`src/rtl/c17_bist_pkg.sv`:
```
// Shared types, default constants and the Galois shift step for the c17 BIST wrapper.
package c17_bist_pkg;

  typedef enum logic [2:0] {IDLE, SEED, RUN, FLUSH, DONE} state_t;

  localparam logic [15:0] DEF_LFSR_POLY = 16'hB400;
  localparam logic [15:0] DEF_LFSR_SEED = 16'h0001;
  localparam logic [15:0] DEF_MISR_POLY = 16'hB400;

  // Widest register the step function handles; callers zero-extend into it.
  localparam int unsigned GALOIS_MAX_W = 64;

  // One right-shifting Galois step: feedback mask applied when the bit shifted out is 1.
  function automatic logic [GALOIS_MAX_W-1:0] galois_next(
    input logic [GALOIS_MAX_W-1:0] cur,
    input logic [GALOIS_MAX_W-1:0] poly
  );
    return (cur >> 1) ^ (cur[0] ? poly : '0);
  endfunction

endpackage

```
`src/rtl/c17_bist_ctrl_core.sv`:
```
// ISCAS-85 c17: six two-input NAND gates, purely combinational.
module c17_core (
  input  logic gat1,
  input  logic gat2,
  input  logic gat3,
  input  logic gat6,
  input  logic gat7,
  output logic gat22,
  output logic gat23
);

  logic n10, n11, n16, n19;

  assign n10   = ~(gat1 & gat3);
  assign n11   = ~(gat3 & gat6);
  assign n16   = ~(gat2 & n11);
  assign n19   = ~(n11 & gat7);
  assign gat22 = ~(n10 & n16);
  assign gat23 = ~(n16 & n19);

endmodule

```
`src/rtl/c17_bist_ctrl.sv`:
```
// BIST wrapper: LFSR pattern source, NUM_CH shared c17 cores, MISR compactor and session FSM.
module c17_bist_ctrl
  import c17_bist_pkg::*;
#(
  parameter int unsigned          NUM_CH      = 1,
  parameter int unsigned          LFSR_W      = 16,
  parameter logic [LFSR_W-1:0]    LFSR_POLY   = LFSR_W'(DEF_LFSR_POLY),
  parameter logic [LFSR_W-1:0]    LFSR_SEED   = LFSR_W'(DEF_LFSR_SEED),
  parameter int unsigned          MISR_W      = 16,
  parameter logic [MISR_W-1:0]    MISR_POLY   = MISR_W'(DEF_MISR_POLY),
  parameter int unsigned          PATTERN_CNT = 255,
  parameter int unsigned          PIPE        = 0
) (
  input  logic                    clk,
  input  logic                    rst,
  input  logic                    start,
  input  logic [MISR_W-1:0]       golden_sig,
  input  logic [5*NUM_CH-1:0]     func_in,
  output logic [2*NUM_CH-1:0]     func_out,
  output logic                    busy,
  output logic                    done,
  output logic                    pass,
  output logic [MISR_W-1:0]       signature
);

  localparam int unsigned IN_W  = 5 * NUM_CH;
  localparam int unsigned OUT_W = 2 * NUM_CH;
  localparam int unsigned CNT_W = $clog2(PATTERN_CNT + 1);

  // Parameter sanity checks at elaboration.
  if (NUM_CH < 1) begin : g_err_ch
    $error("NUM_CH must be >= 1");
  end
  if (MISR_W < OUT_W) begin : g_err_misr
    $error("MISR_W must be >= 2*NUM_CH");
  end
  if (LFSR_W < 5 || LFSR_W > GALOIS_MAX_W || MISR_W > GALOIS_MAX_W) begin : g_err_w
    $error("LFSR_W/MISR_W out of range");
  end
  if (LFSR_SEED == '0) begin : g_err_seed
    $error("LFSR_SEED must be nonzero");
  end
  if (PATTERN_CNT < 1 || PIPE > 1) begin : g_err_cnt
    $error("PATTERN_CNT must be >= 1 and PIPE 0 or 1");
  end

  state_t            state_q, state_d;
  logic [LFSR_W-1:0] lfsr_q, lfsr_d, lfsr_step;
  logic [MISR_W-1:0] misr_q, misr_d, misr_step;
  logic [MISR_W-1:0] sig_q, sig_d;
  logic [CNT_W-1:0]  cnt_q, cnt_d;
  logic [OUT_W-1:0]  pipe_q, pipe_d;
  logic              pass_q, pass_d;
  logic [IN_W-1:0]   lfsr_pat, core_in;
  logic [OUT_W-1:0]  core_out, resp;
  logic              busy_int, last_pat;

  // Channel k input bit i taps lfsr[(5k+i) mod LFSR_W].
  for (genvar b = 0; b < IN_W; b++) begin : g_tap
    assign lfsr_pat[b] = lfsr_q[b % LFSR_W];
  end

  assign busy_int = (state_q != IDLE);
  assign core_in  = busy_int ? lfsr_pat : func_in;

  for (genvar k = 0; k < NUM_CH; k++) begin : g_core
    c17_core u_core (
      .gat1  (core_in[5*k]),
      .gat2  (core_in[5*k+1]),
      .gat3  (core_in[5*k+2]),
      .gat6  (core_in[5*k+3]),
      .gat7  (core_in[5*k+4]),
      .gat22 (core_out[2*k]),
      .gat23 (core_out[2*k+1])
    );
  end

  assign resp      = (PIPE != 0) ? pipe_q : core_out;
  assign lfsr_step = LFSR_W'(galois_next(GALOIS_MAX_W'(lfsr_q), GALOIS_MAX_W'(LFSR_POLY)));
  assign misr_step = MISR_W'(galois_next(GALOIS_MAX_W'(misr_q), GALOIS_MAX_W'(MISR_POLY)))
                   ^ MISR_W'(resp);
  assign last_pat  = (cnt_q == CNT_W'(PATTERN_CNT - 1));

  // Next-state logic for the session FSM and its datapath registers.
  always_comb begin
    state_d = state_q;
    lfsr_d  = lfsr_q;
    misr_d  = misr_q;
    cnt_d   = cnt_q;
    pipe_d  = pipe_q;
    pass_d  = pass_q;
    sig_d   = sig_q;
    unique case (state_q)
      IDLE: begin
        if (start) state_d = SEED;
      end
      SEED: begin
        lfsr_d  = LFSR_SEED;
        misr_d  = '0;
        cnt_d   = '0;
        pipe_d  = '0;
        pass_d  = 1'b0;
        sig_d   = '0;
        state_d = RUN;
      end
      RUN: begin
        lfsr_d = lfsr_step;
        cnt_d  = cnt_q + CNT_W'(1);
        pipe_d = core_out;
        // With the pipe stage the first RUN cycle has no valid response yet.
        if (PIPE == 0 || cnt_q != '0) misr_d = misr_step;
        if (last_pat) state_d = (PIPE != 0) ? FLUSH : DONE;
      end
      FLUSH: begin
        misr_d  = misr_step;
        state_d = DONE;
      end
      DONE: begin
        sig_d   = misr_q;
        pass_d  = (misr_q == golden_sig);
        state_d = IDLE;
      end
      default: state_d = IDLE;
    endcase
  end

  // State and datapath registers; async reset aborts any session.
  always_ff @(posedge clk or posedge rst) begin
    if (rst) begin
      state_q <= IDLE;
      lfsr_q  <= LFSR_SEED;
      misr_q  <= '0;
      cnt_q   <= '0;
      pipe_q  <= '0;
      pass_q  <= 1'b0;
      sig_q   <= '0;
    end else begin
      state_q <= state_d;
      lfsr_q  <= lfsr_d;
      misr_q  <= misr_d;
      cnt_q   <= cnt_d;
      pipe_q  <= pipe_d;
      pass_q  <= pass_d;
      sig_q   <= sig_d;
    end
  end

  assign busy      = busy_int;
  assign done      = (state_q == DONE);
  assign pass      = pass_q;
  assign signature = sig_q;
  assign func_out  = busy_int ? '0 : core_out;

endmodule

```
`config.mk`:
```
export PLATFORM = sky130hd
export DESIGN_NAME = c17_bist_ctrl
export DESIGN_NICKNAME = d
export VERILOG_FILES = /design/src/rtl/c17_bist_pkg.sv /design/src/rtl/c17_bist_ctrl_core.sv /design/src/rtl/c17_bist_ctrl.sv
export SDC_FILE = /design/constraint.sdc
export NUM_CORES = 1
export LEC_CHECK = 0
export ABC_CLOCK_PERIOD_IN_PS = 4300
export BUFFER_PORTS_ARGS = -buffer_cell sky130_fd_sc_hd__buf_4
export CAP_MARGIN = 20
export CORE_MARGIN = 3
export CORE_UTILIZATION = 60
export CTS_BUF_LIST = sky130_fd_sc_hd__clkbuf_16
export DETAILED_ROUTE_END_ITERATION = 16
export PLACE_DENSITY_LB_ADDON = 0.3
export SLEW_MARGIN = 20
export SYNTH_ARGS = -nofsm -noshare
export SYNTH_HDL_FRONTEND = slang
export SYNTH_HIERARCHICAL = 1
export SYNTH_SLANG_ARGS = --single-unit
```
`constraint.sdc`:
```
create_clock -name clk -period 4.3 [get_ports clk]
set_clock_uncertainty 0.1 [all_clocks]
set_input_delay 0.215 -clock clk [delete_from_list [all_inputs] [get_ports clk]]
set_output_delay 0.215 -clock clk [all_outputs]
set_load 0.005 [all_outputs]
```
Word-level counts from Yosys, hierarchy flattened --
Cells that the tools add are included. Widths: inputs -> output; s select.
Operators by class: add/subtract/negate cells 1, equality and inequality tests 8, muxes and demuxes 12, bitwise logic cells 15, reductions and logical operators 7
Operator list (number):
- $pmux 16 s2 | 3
- $mux 16 | 2
- $xor 15x16->16 | 2
- $eq 16x16->1 | 1
- $pmux 8 s2 | 1
- $xor 16x2->16 | 1
- $pmux 3 s4 | 1
- $add 8x1->8 const B | 1
- $eq 8x8->1 const B | 1
- $and 1x1->1 | 6
- $eq 3x2->1 const B | 2
- $mux 3 | 2
- $not 1->1 | 6
- $reduce_bool 2->1 | 3
- $mux 5 | 1
- $ne 2x2->1 const B | 2
- $eq 3x1->1 const B | 1
- $eq 3x3->1 const B | 1
- $logic_not 3->1 | 1
- $reduce_bool 3->1 | 1
- $mux 2 | 1
- $pmux 1 s2 | 1
- $reduce_and 2->1 | 1
- $reduce_or 2->1 | 1
Word-level totals: bits in registers 60, bits of input ports 24, output and inout port bits 21

Logic depth before layout (Yosys ltp) --
depth in word-level cells 10, gate-level depth with buffers 7, depth with buffers taken out 6

Cells and area by module --
The synthesis kept the hierarchy.
Modules (own cells, without submodules):
- c17_bist_ctrl | instances 1, cells an instance 242, area an instance 2695.1 sq um, seq. area each 1502.7 sq um
- c17_core | instances 1, cells an instance 3, area an instance 20.0 sq um, seq. area each 0.0 sq um

Worst setup path before layout --
OpenSTA, ideal clock, no wires.
path type reg-to-output, start point reg state_q[0], end point out func_out[0], arrival 1646 ps, required time 3985 ps, path slack 2339 ps, stages on the path, launching flop included 6, buffers on the path 1, cells stage by stage dfrtp_1 > buf_6 > nor3_2 > mux2_2 > a22o_1 > and2_1
Between the ends: cells in the longest elaborated chain, start to end 9
RTL lines:
- start: declaration | line c17_bist_ctrl.sv:47 | state_t state_q, state_d;
- start signal: assignment | line c17_bist_ctrl.sv:138 | state_q <= state_d;
- $reduce_bool 3->1 (*) | line c17_bist_ctrl.sv:63 | assign busy_int = (state_q != IDLE);
- $mux 5 (*) | line c17_bist_ctrl.sv:64 | assign core_in = busy_int ? lfsr_pat : func_in;
- via core_in[2] | line c17_bist_ctrl.sv:54 | logic [IN_W-1:0] lfsr_pat, core_in;
- $and 1x1->1 | line c17_bist_ctrl_core.sv:15 | assign n11 = ~(gat3 & gat6);
- $not 1->1 | line c17_bist_ctrl_core.sv:15
- $and 1x1->1 | line c17_bist_ctrl_core.sv:16 | assign n16 = ~(gat2 & n11);
- $not 1->1 | line c17_bist_ctrl_core.sv:16
- $and 1x1->1 (*) | line c17_bist_ctrl_core.sv:18 | assign gat22 = ~(n10 & n16);
- $not 1->1 (*) | line c17_bist_ctrl_core.sv:18
- via core_out[0] | line c17_bist_ctrl.sv:55 | logic [OUT_W-1:0] core_out, resp;
- $mux 2 (*) | line c17_bist_ctrl.sv:152 | assign func_out = busy_int ? '0 : core_out;
- end: declaration | line c17_bist_ctrl.sv:19 | output logic [2*NUM_CH-1:0] func_out,
The timed path passes the listed nets; every way through them passes the cells marked *.

Final worst setup path --
Ends and elaborated chain as after synthesis.

==> impl_metrics.ini <==
[synthesis]
synth_most_common_cell = dfrtp_1
synth_ff_type = dfrtp_1
synth_commonest_cells = dfrtp_1, nand2_1, a22o_1
synth_edf_count = 0
synth.area.top_cells = dfrtp_1, a22o_1, nand2_1, o21ai_0, xor2_1
yosysSeqAreaShare_pct = 55.3
synth.distinct_cells = 33
yosysWarnings = 6
ys_async_sr_fraction_pct = 100
synth_nets = 271
post-synth-top-area-cell = dfrtp_1
yosys_register_bits = 60
syn_inst = 245
avgSynthCellArea_um2 = 11.1
syn_area_um2 = 2720
synth_top_area_share_pct = 54.4

[sta]
period_needed_ns = 2.65
setup_violations = 0
finalCritPeriodShare_pct = 61.6
worst_pin_slew_ns = 0.873
setup_tns_ns = 0
relSlewSlack_pct = 41.7
rsz0062_at_grt = false
max_freq_mhz = 378
final-hold-violation-count = 0
drv_slew = 0

[cells_and_area]
fin_cells = 341
drive_above_1_share_pct = 23.4
final_cell_area_um2 = 3280
finish.net_count = 313
antenna_cells = 0
fill_cells = 239
areaGrowthSynthToFinish_pct = 20.8

[grt]
grt_overflow = 0
grt_max_degree = 61
grtUsageTotal_pct = 24.5
antenna_found_initial = 0
grt_pass1_vias = 2075
grt_pass1_wl_um = 9850

[drt]
vias_per_cell = 5.95
drtAntennaViolNets = 0
wl_per_cell_um = 17.2
drt_iter0_markers = 154
vias = 2030
drt_pre_antenna_iters = 4
drc = 0
finalWirelength_um = 5870

[die]
die_x_um = 73.3
core_area_um2 = 4170
die_h_um = 73.3
rows = 23
io_pins = 45
start_util_pct = 65.1
dieArea_um2 = 5370

[run_status]
status = finished, final reports clean

[power]
peakVddDrop_v = 0.000425
power.density_nw_per_um2 = 712
p_leak_uw = 0.00163
p_total_uw = 2340

[worst_hold_path]
worstHoldPathType = input pin to async pin

[clocking]
cts_tree = done
cts_buffer_depth = 2
cts_hold_buf = 0
clkTransAtPathRegs_ns = 0.05
cts_resized = 0
cts_sinks = 60
h-tree-depth = 3
post-cts-setup-buffers = 0
clk_latency_ns = 0.32
cts_buffers = 9
cts-root-buf = clkbuf_16

[job]
max_cap_viol_count = 0

[worst_setup_path]
cp.required_ns = 3.98
crit_type = flop to primary output
slowest_stage = nor3_2
crit_chain = nor3_2 -> mux2_2 -> a22o_1 -> and2_1 -> buf_4
slowest_delay_ns = 0.58
crit_path_start_kind = flop
cp_max_fo = 10
r2r_slack_ns = 2.06
critPathCaptureType = primary output
cp.arrival_ns = 2.33

[place]
portBuffers = 44
dp_hpwl_um = 3580
place_inst = 326
placedInstanceArea_um2 = 3030
place_congestion = 0.814
[worst max-delay path: cells and delay by family (launching register included)]
family                 cells  cell delay, ns
and+or+nand+nor            2            0.73
DFF                        1            0.48
muxes                      1            0.42
AOI/OAI and AO/OA          1            0.24
buffers and inverters      1            0.13
[flip-flops by register name, summed over array words and instances, names as in the netlist]
| signal | count |
|---|---|
| cnt_q | 8 |
| misr_q | 16 |
| signature | 16 |
| state_q | 3 |
| pass | 1 |
| lfsr_q | 16 |
[power breakdown]
group | leakage, uW | switching, uW | total (uW) | internal (uW)
logic | 0.000692 | 405 | 765 | 361
clock network | 0.000133 | 220 | 594 | 374
registers | 0.000808 | 218 | 977 | 759
total | 0.00163 | 843 | 2340 | 1490
[per-stage QoR]
stage               setup WS (ns)  utilization (%)  hold WS, ns
finish                       1.65             78.6       0.0149
floorplan                    2.34                -        0.244
detailed placement           2.04             72.6        0.336
global placement             2.07             72.6        0.341
global route                 1.51             78.6       0.0202
CTS                          1.66             78.6       0.0216
[layer usage]
layer	wire [um]	global-route usage, %	vias up
met3	349	5.34	16
met4	155	14.8	0
met5	0	0	-
met1	2550	32.1	1008
met2	2810	37.4	65
li1	-	-	941
[layout by cell type, fill, tap and decap left out, drive strengths merged, types with 3 or more instances in the layout]
cell / count
nor2: 5
nand2: 40
mux2: 4
inv: 6
o21ai: 29
buf: 45
a22o: 28
and3: 4
dfrtp: 59
clkinv: 4
nor3b: 3
clkbuf: 9
nor4: 3
nand3: 7
xnor2: 9
and2: 3
xor2: 15
mux2i: 4
[path summary, 6_finish.rpt]
path,to,startpoint,cells past startpoint
max in group asynchronous,cnt_q[0],rst,3
min in group clk,state_q[0],start,2
worst min register to register,cnt_q[7],cnt_q[7],1
worst max register to register,misr_q[0],state_q[0],6
worst max-delay path,func_out[0],state_q[0],5
worst min-delay path,pass,rst,3
[final cells by class]
cell class                      count  area [um^2]  share of cell area (%)
Tap cell                           50         62.6                    1.91
Timing Repair Buffer               45          338                    10.3
Clock inverter                      6         25.0                   0.763
Multi-Input combinational cell    167         1110                    33.9
Clock buffer                        9          225                    6.86
Inverter                            4         15.0                   0.458
Sequential cell                    60         1500                    45.8
[kinds of logic after synthesis]
group           after synthesis  synth area share (%)
xor+xnor                     24                  7.74
compound gates               61                  15.3
buf+inv                      18                  3.78
flops                        60                  55.3
fa+ha+maj                     2                 0.922
mux                           8                  3.13
simple gates                 72                  13.7
Note: power is estimated with default switching activity, not from simulation.
